File: config.mk
export PLATFORM = sky130hd
export DESIGN_NAME = keccak_round_scheduler_flat
export DESIGN_NICKNAME = d
export VERILOG_FILES = /design/src/rtl/keccak_round_scheduler_if.sv /design/src/rtl/keccak_round_scheduler.sv /design/src/flat_wrapper.sv
export SDC_FILE = /design/constraint.sdc
export NUM_CORES = 1
export LEC_CHECK = 0
export ABC_AREA = 1
export BUFFER_PORTS_ARGS = -buffer_cell sky130_fd_sc_hd__buf_2
export CAP_MARGIN = 0
export CORE_AREA = 2 2 179 181
export DETAILED_ROUTE_END_ITERATION = 6
export DIE_AREA = 0 0 181 183
export HOLD_SLACK_MARGIN = 0.02
export PLACE_DENSITY_LB_ADDON = 0.3
export SYNTH_ARGS = -nofsm -noshare
export SYNTH_HDL_FRONTEND = slang
export SYNTH_SLANG_ARGS = --single-unit
File: constraint.sdc
create_clock -name Clock -period 1.89 [get_ports Clock]
set_input_delay 0.378 -clock Clock [delete_from_list [all_inputs] [get_ports Clock]]
set_output_delay 0.378 -clock Clock [all_outputs]
set_load 0.1 [all_outputs]
File: src/rtl/keccak_round_scheduler_if.sv
// keccak_round_scheduler_if
// Bundles the scheduler's handshakes and the control/data lines to the
// external masked Keccak-f[25] core.
// Signals:
//   InValid/InReady/InData       : share-concatenated input handshake
//   RandValid/RandReady/RandData : per-round fresh-randomness handshake
//   OutValid/OutReady/OutData    : result handshake
//   CoreLoad/CoreEnable          : core load-select and state-register update
//   CoreIotaRC/CoreLastround     : round constant bit and last-round flag
//   CoreInData/CoreFreshRand     : gated data towards the core
//   CoreState                    : compressed core state from the core
//   Busy                         : permutation in flight or result pending
// Modports: slave = scheduler side, master = environment/core side.
interface keccak_round_scheduler_if #(
    parameter int SIN = 3,
    parameter int RB  = 75,
    parameter int W   = 1
);
    logic              InValid;
    logic              InReady;
    logic [SIN*25-1:0] InData;
    logic              RandValid;
    logic              RandReady;
    logic [RB-1:0]     RandData;
    logic              OutValid;
    logic              OutReady;
    logic [SIN*25-1:0] OutData;
    logic              CoreLoad;
    logic              CoreEnable;
    logic [W-1:0]      CoreIotaRC;
    logic              CoreLastround;
    logic [SIN*25-1:0] CoreInData;
    logic [RB-1:0]     CoreFreshRand;
    logic [SIN*25-1:0] CoreState;
    logic              Busy;

    modport slave (
        input  InValid, InData, RandValid, RandData, OutReady, CoreState,
        output InReady, RandReady, OutValid, OutData, CoreLoad, CoreEnable,
               CoreIotaRC, CoreLastround, CoreInData, CoreFreshRand, Busy
    );

    modport master (
        output InValid, InData, RandValid, RandData, OutReady, CoreState,
        input  InReady, RandReady, OutValid, OutData, CoreLoad, CoreEnable,
               CoreIotaRC, CoreLastround, CoreInData, CoreFreshRand, Busy
    );
endinterface

File: src/rtl/keccak_round_scheduler.sv
// keccak_round_scheduler
// Sequences one masked Keccak-f[25] permutation on an external threshold
// core: loads the input shares, issues ROUNDS round enables paced by the
// fresh-randomness stream, then presents the compressed core state until
// it is taken. Only W=1 (25-bit state) is supported.
// Ports:
//   Clock : sole clock, rising edge
//   Reset : asynchronous active-high reset
//   bus   : keccak_round_scheduler_if.slave (handshakes + core lines)
//
// state | meaning
// IDLE  | InReady high; InValid loads the core and starts a permutation
// ROUND | one round per cycle with RandValid; r = rounds consumed so far
// DONE  | OutValid high with OutData = CoreState until OutReady
module keccak_round_scheduler #(
    parameter int d      = 2,
    parameter int Sin    = d + 1,
    parameter int W      = 1,
    parameter int ROUNDS = 12,
    parameter int RB     = ((Sin * Sin) - Sin) / 2 * 25
) (
    input logic Clock,
    input logic Reset,
    keccak_round_scheduler_if.slave bus
);
    localparam int NB = Sin * 25;
    localparam int RW = $clog2(ROUNDS + 1);
    localparam logic [RW-1:0] LAST_R = RW'(ROUNDS - 1);
    localparam logic [RW-1:0] ONE_R  = RW'(1);
    // LSB of the Keccak-f round constants, bit r = round r; upper bits pad
    // the table to the full 4-bit index range.
    localparam logic [15:0] RC_TABLE = 16'h04F1;

    typedef enum logic [1:0] {
        ST_IDLE,
        ST_ROUND,
        ST_DONE
    } state_t;

    state_t        state_q, state_d;
    logic [RW-1:0] r_q, r_d;
    logic [3:0]    rc_idx;

    logic in_ready, rand_ready, out_valid;
    logic core_load, core_enable, iota_bit, last_round, busy;
    logic in_take, rand_take, out_show;

    assign rc_idx = 4'(r_q);

    always_ff @(posedge Clock or posedge Reset) begin
        if (Reset) begin
            state_q <= ST_IDLE;
            r_q     <= '0;
        end else begin
            state_q <= state_d;
            r_q     <= r_d;
        end
    end

    always_comb begin
        state_d     = state_q;
        r_d         = r_q;
        in_ready    = 1'b0;
        rand_ready  = 1'b0;
        out_valid   = 1'b0;
        core_load   = 1'b0;
        core_enable = 1'b0;
        iota_bit    = 1'b0;
        last_round  = 1'b0;
        busy        = 1'b0;
        in_take     = 1'b0;
        rand_take   = 1'b0;
        out_show    = 1'b0;
        case (state_q)
            ST_IDLE: begin
                in_ready = 1'b1;
                // Reset is asynchronous; keep the accept strobes quiet while
                // it is asserted so nothing is loaded into the core.
                if (bus.InValid && !Reset) begin
                    in_take     = 1'b1;
                    core_load   = 1'b1;
                    core_enable = 1'b1;
                    r_d         = '0;
                    state_d     = ST_ROUND;
                end
            end
            ST_ROUND: begin
                busy       = 1'b1;
                rand_ready = 1'b1;
                iota_bit   = RC_TABLE[rc_idx];
                last_round = (r_q == LAST_R);
                if (bus.RandValid) begin
                    rand_take   = 1'b1;
                    core_enable = 1'b1;
                    r_d         = r_q + ONE_R;
                    if (r_q == LAST_R) begin
                        state_d = ST_DONE;
                    end
                end
            end
            ST_DONE: begin
                busy      = 1'b1;
                out_valid = 1'b1;
                out_show  = 1'b1;
                if (bus.OutReady) begin
                    state_d = ST_IDLE;
                end
            end
            default: begin
                state_d = ST_IDLE;
            end
        endcase
    end

    assign bus.InReady       = in_ready;
    assign bus.RandReady     = rand_ready;
    assign bus.OutValid      = out_valid;
    assign bus.CoreLoad      = core_load;
    assign bus.CoreEnable    = core_enable;
    assign bus.CoreIotaRC    = W'(iota_bit);
    assign bus.CoreLastround = last_round;
    assign bus.Busy          = busy;

    // Share buses stay zero unless the value is being handed over right now.
    assign bus.CoreInData    = in_take   ? bus.InData    : {NB{1'b0}};
    assign bus.CoreFreshRand = rand_take ? bus.RandData  : {RB{1'b0}};
    assign bus.OutData       = out_show  ? bus.CoreState : {NB{1'b0}};
endmodule

File: src/flat_wrapper.sv
// flat-port wrapper written by rule: the top's interface ports become plain ports
module keccak_round_scheduler_flat 
#(
    parameter int d      = 2,
    parameter int Sin    = d + 1,
    parameter int W      = 1,
    parameter int ROUNDS = 12,
    parameter int RB     = ((Sin * Sin) - Sin) / 2 * 25
)
  (Clock, Reset, bus_InValid, bus_InData, bus_RandValid, bus_RandData, bus_OutReady, bus_CoreState, bus_InReady, bus_RandReady, bus_OutValid, bus_OutData, bus_CoreLoad, bus_CoreEnable, bus_CoreIotaRC, bus_CoreLastround, bus_CoreInData, bus_CoreFreshRand, bus_Busy);
  keccak_round_scheduler_if #(.SIN(((2) + 1)), .RB(RB), .W(W)) bus_i ();
  input logic Clock;
  input logic Reset;
  input wire logic [$bits(bus_i.InValid)-1:0] bus_InValid;
  input wire logic [$bits(bus_i.InData)-1:0] bus_InData;
  input wire logic [$bits(bus_i.RandValid)-1:0] bus_RandValid;
  input wire logic [$bits(bus_i.RandData)-1:0] bus_RandData;
  input wire logic [$bits(bus_i.OutReady)-1:0] bus_OutReady;
  input wire logic [$bits(bus_i.CoreState)-1:0] bus_CoreState;
  output wire logic [$bits(bus_i.InReady)-1:0] bus_InReady;
  output wire logic [$bits(bus_i.RandReady)-1:0] bus_RandReady;
  output wire logic [$bits(bus_i.OutValid)-1:0] bus_OutValid;
  output wire logic [$bits(bus_i.OutData)-1:0] bus_OutData;
  output wire logic [$bits(bus_i.CoreLoad)-1:0] bus_CoreLoad;
  output wire logic [$bits(bus_i.CoreEnable)-1:0] bus_CoreEnable;
  output wire logic [$bits(bus_i.CoreIotaRC)-1:0] bus_CoreIotaRC;
  output wire logic [$bits(bus_i.CoreLastround)-1:0] bus_CoreLastround;
  output wire logic [$bits(bus_i.CoreInData)-1:0] bus_CoreInData;
  output wire logic [$bits(bus_i.CoreFreshRand)-1:0] bus_CoreFreshRand;
  output wire logic [$bits(bus_i.Busy)-1:0] bus_Busy;
  assign bus_i.InValid = bus_InValid;
  assign bus_i.InData = bus_InData;
  assign bus_i.RandValid = bus_RandValid;
  assign bus_i.RandData = bus_RandData;
  assign bus_i.OutReady = bus_OutReady;
  assign bus_i.CoreState = bus_CoreState;
  assign bus_InReady = bus_i.InReady;
  assign bus_RandReady = bus_i.RandReady;
  assign bus_OutValid = bus_i.OutValid;
  assign bus_OutData = bus_i.OutData;
  assign bus_CoreLoad = bus_i.CoreLoad;
  assign bus_CoreEnable = bus_i.CoreEnable;
  assign bus_CoreIotaRC = bus_i.CoreIotaRC;
  assign bus_CoreLastround = bus_i.CoreLastround;
  assign bus_CoreInData = bus_i.CoreInData;
  assign bus_CoreFreshRand = bus_i.CoreFreshRand;
  assign bus_Busy = bus_i.Busy;
  keccak_round_scheduler #(.d(d), .Sin(Sin), .W(W), .ROUNDS(ROUNDS), .RB(RB)) u_core (.Clock(Clock), .Reset(Reset), .bus(bus_i));
endmodule
==> impl_metrics.toml <==
[status]
status = "finished with violations"
violations = "setup timing"

[clock_tree]
cts_root_buf = "clkbuf_16"
clk_latency_ps = 240
cts_tree = "yes"
clk_pin_slew_ps = 40
holdBufCountCts = 0
cts.sink_count = 6
cts_made_buffers = 3
cts_buffer_depth = 2
ctsHtreeMaxLevel = 1

[worst_setup_path]
worst_setup_path_end_kind = "output pin"
crit_required_ps = 1510
path_class = "register to output pin"
cp_data_arrival_time_ps = 1730
path_max_fanout = 8
start_kind = "register"

[timing]
slew_viol_final = 0
fmax_mhz = 475
setup_violations = 230
post-route-min-period_ps = 2110
fin_ws_ps = -217
grt_setup_unrepaired = "true"
layout_worst_path_cycle_share_pct = 111
hold_viol = 0
slew_headroom_pct = 77.8
finClkSkew_ps = 3.07
tightestPinTransition_ps = 330

[place]
dp_hpwl_microns = 15600
dpl_worst_slack_ps = -189
portBuffers = 462
gp_congestion = 0.836

[grt]
grt-ovfl-total = 0
grt_pass1_vias = 4720
grt_pass1_wl_microns = 27200
grt_start_max_net_pins = 23
antenna_found_initial = 0
grt_usage_pct = 10.3

[pwr]
p_total_mw = 14.1
switchingPower_mw = 8.78
leakage_nw = 5.12
internal-power_mw = 5.32
pwr-share-comb_pct = 96.0
clkPwrFrac_pct = 2.5
p_per_area_nw_per_um2 = 1230
p_sw_share_pct = 62.3
power_frac_seq_pct = 1.5
irDropWorstVdd_uv = 1040

[die]
core_area_sq_um = 31200
die_h_microns = 183
die_w_microns = 181
rows = 65
dieArea_sq_um = 33100
pin_count = 463
initial_core_util_pct = 8.43

[yosys]
syn_nets = 783
syn_area_sq_um = 2630
syn_avg_cell_area_sq_um = 4.83
yosysTopAreaCell = "inv_1"
yosysWarnings = 0
synth.area.top_cells = "inv_1 34%, nor2_1 17%, nor2_4 13%, nand2_1 13%, dfrtp_1 5.7%"
ys_seq_elements = 6
yosysTopAreaCellShare_pct = 33.9
ys_dominant_reg_cell = "dfrtp_1"
syn_inst = 545
synth_cell_type_count = 22
async_flop_share_pct = 100
synth-edff-count = 0
yosysSeqAreaShare_pct = 5.70

[worst_hold_path]
hold_path_class = "primary input to asynchronous set/reset pin"

[routing]
postRouteWirelength_microns = 19600
wl_per_cell_microns = 13.5
via_per_inst = 3.30
postRouteAntennaNets = 0
dr_total_vias = 4778
first_pass_iters = 4
drc = 0
drtIter0Drc = 76

[final_layout]
drive_gt1_share_pct = 80.4
syn_to_final_growth_pct = 335
fin_util_pct = 36.7
fillCellCount = 3102
n_antenna_cell = 0
nNetsFinal = 1288

[job]
drv_cap = 0
-- sequential cells by signal, summed over array words and instances (netlist names) --
name,cells
u_core.r_q,4
u_core.state_q,2
-- per-layer routing --
metal,global-route usage [%],vias to the layer above,routed length [microns]
met5,0,-,0
met4,1.46,0,233
met2,19.7,199,10600
met3,1.77,16,1230
met1,12.2,2151,7530
li1,-,2412,-
-- final timing paths --
path	slack, ps	to	startpoint	cells past startpoint
max	-220	bus_CoreEnable	u_core.state_q[1]$_DFFE_PP0P_	10
min	110	u_core.state_q[1]$_DFFE_PP0P_	Reset	3
max reg2reg	130	u_core.state_q[0]$_DFFE_PP0P_	u_core.state_q[0]$_DFFE_PP0P_	9
min reg2reg	570	u_core.r_q[3]$_DFFE_PP0P_	u_core.r_q[3]$_DFFE_PP0P_	2
max in group asynchronous	1660	u_core.r_q[0]$_DFFE_PP0P_	Reset	3
min in group Clock	570	u_core.r_q[3]$_DFFE_PP0P_	u_core.r_q[3]$_DFFE_PP0P_	2
-- final cells by class --
| cell class | count | area (sq um) | share of cell area, % |
|---|---|---|---|
| Clock buffer | 3 | 75.1 | 0.656 |
| Sequential cell | 6 | 150 | 1.31 |
| Timing Repair Buffer | 522 | 6850 | 59.9 |
| Multi-Input combinational cell | 276 | 2640 | 23.0 |
| Inverter | 240 | 1210 | 10.6 |
| Timing Repair inverter | 1 | 11.3 | 0.0984 |
| Tap cell | 402 | 503 | 4.39 |
-- power groups by stage --
stage | sequential, mW | combinational (mW) | clock [mW]
3_5_place_dp | 0.210 | 12.0 | 0
6_report | 0.207 | 13.5 | 0.355
2_1_floorplan | 0.204 | 7.79 | 0
4_1_cts | 0.207 | 12.9 | 0.360
3_3_place_gp | 0.207 | 12.0 | 0
5_1_grt | 0.214 | 14.0 | 0.364
-- cell families (layout without fill, tap and decap cells) --
group,Yosys count,count (layout),share of synthesized area [%]
compound gates,6,6,1.42
fa+ha+maj,8,8,3.80
buf+inv,264,766,41.5
flops,6,6,5.70
simple gates,261,262,47.6
-- placed cells by master (no fill, tap or decap), drive strengths merged --
cell	n
or2	1
clkinv	1
clkinvlp	76
nor2	157
ha	8
a21oi	1
o21ai	2
nand4	1
buf	515
o21bai	2
inv	164
nand2	94
dfrtp	6
nand3	9
a21boi	1
clkbuf	10
-- cells in the mapped netlist, types with 2 or more instances --
library cell / n
buf_2: 12
buf_6: 5
buf_8: 4
clkbuf_1: 2
dfrtp_1: 6
ha_1: 8
inv_1: 238
inv_2: 2
nand2_1: 92
nand3_1: 9
nor2_1: 117
nor2_2: 9
nor2_4: 31
o21bai_1: 2
-- metrics by stage --
stage	area [sq um]	hold slack (ps)	cells	setup TNS, ps
detailed placement	10200	365	1412	-8200
CTS	10900	119	1431	-40870
floorplan	3830	144	545	-136880
finish	11400	113	1450	-35370
global route	11400	131	1450	-51610
global placement	10200	365	1412	-6530
-- timing repair --
action | in CTS | in global routing
cloned | 9 | 11
setup endpoints to repair | 229 | 230
pin swaps | 4 | 6
endpoints found under the hold margin | 0 | 0
resized for setup | 75 | 76
buffers inserted | 8 | 8
-- worst max-delay path, cell delays in order, from the launching register on --
cell       delay, ps
dfrtp_1          390
inv_2             80
ha_4             150
inv_4             40
nor2_4            90
buf_12           150
clkinv_16         80
buf_16           160
buf_6            130
nand2_8           50
buf_12           160
No activity file was read; power rests on OpenSTA's default activity.
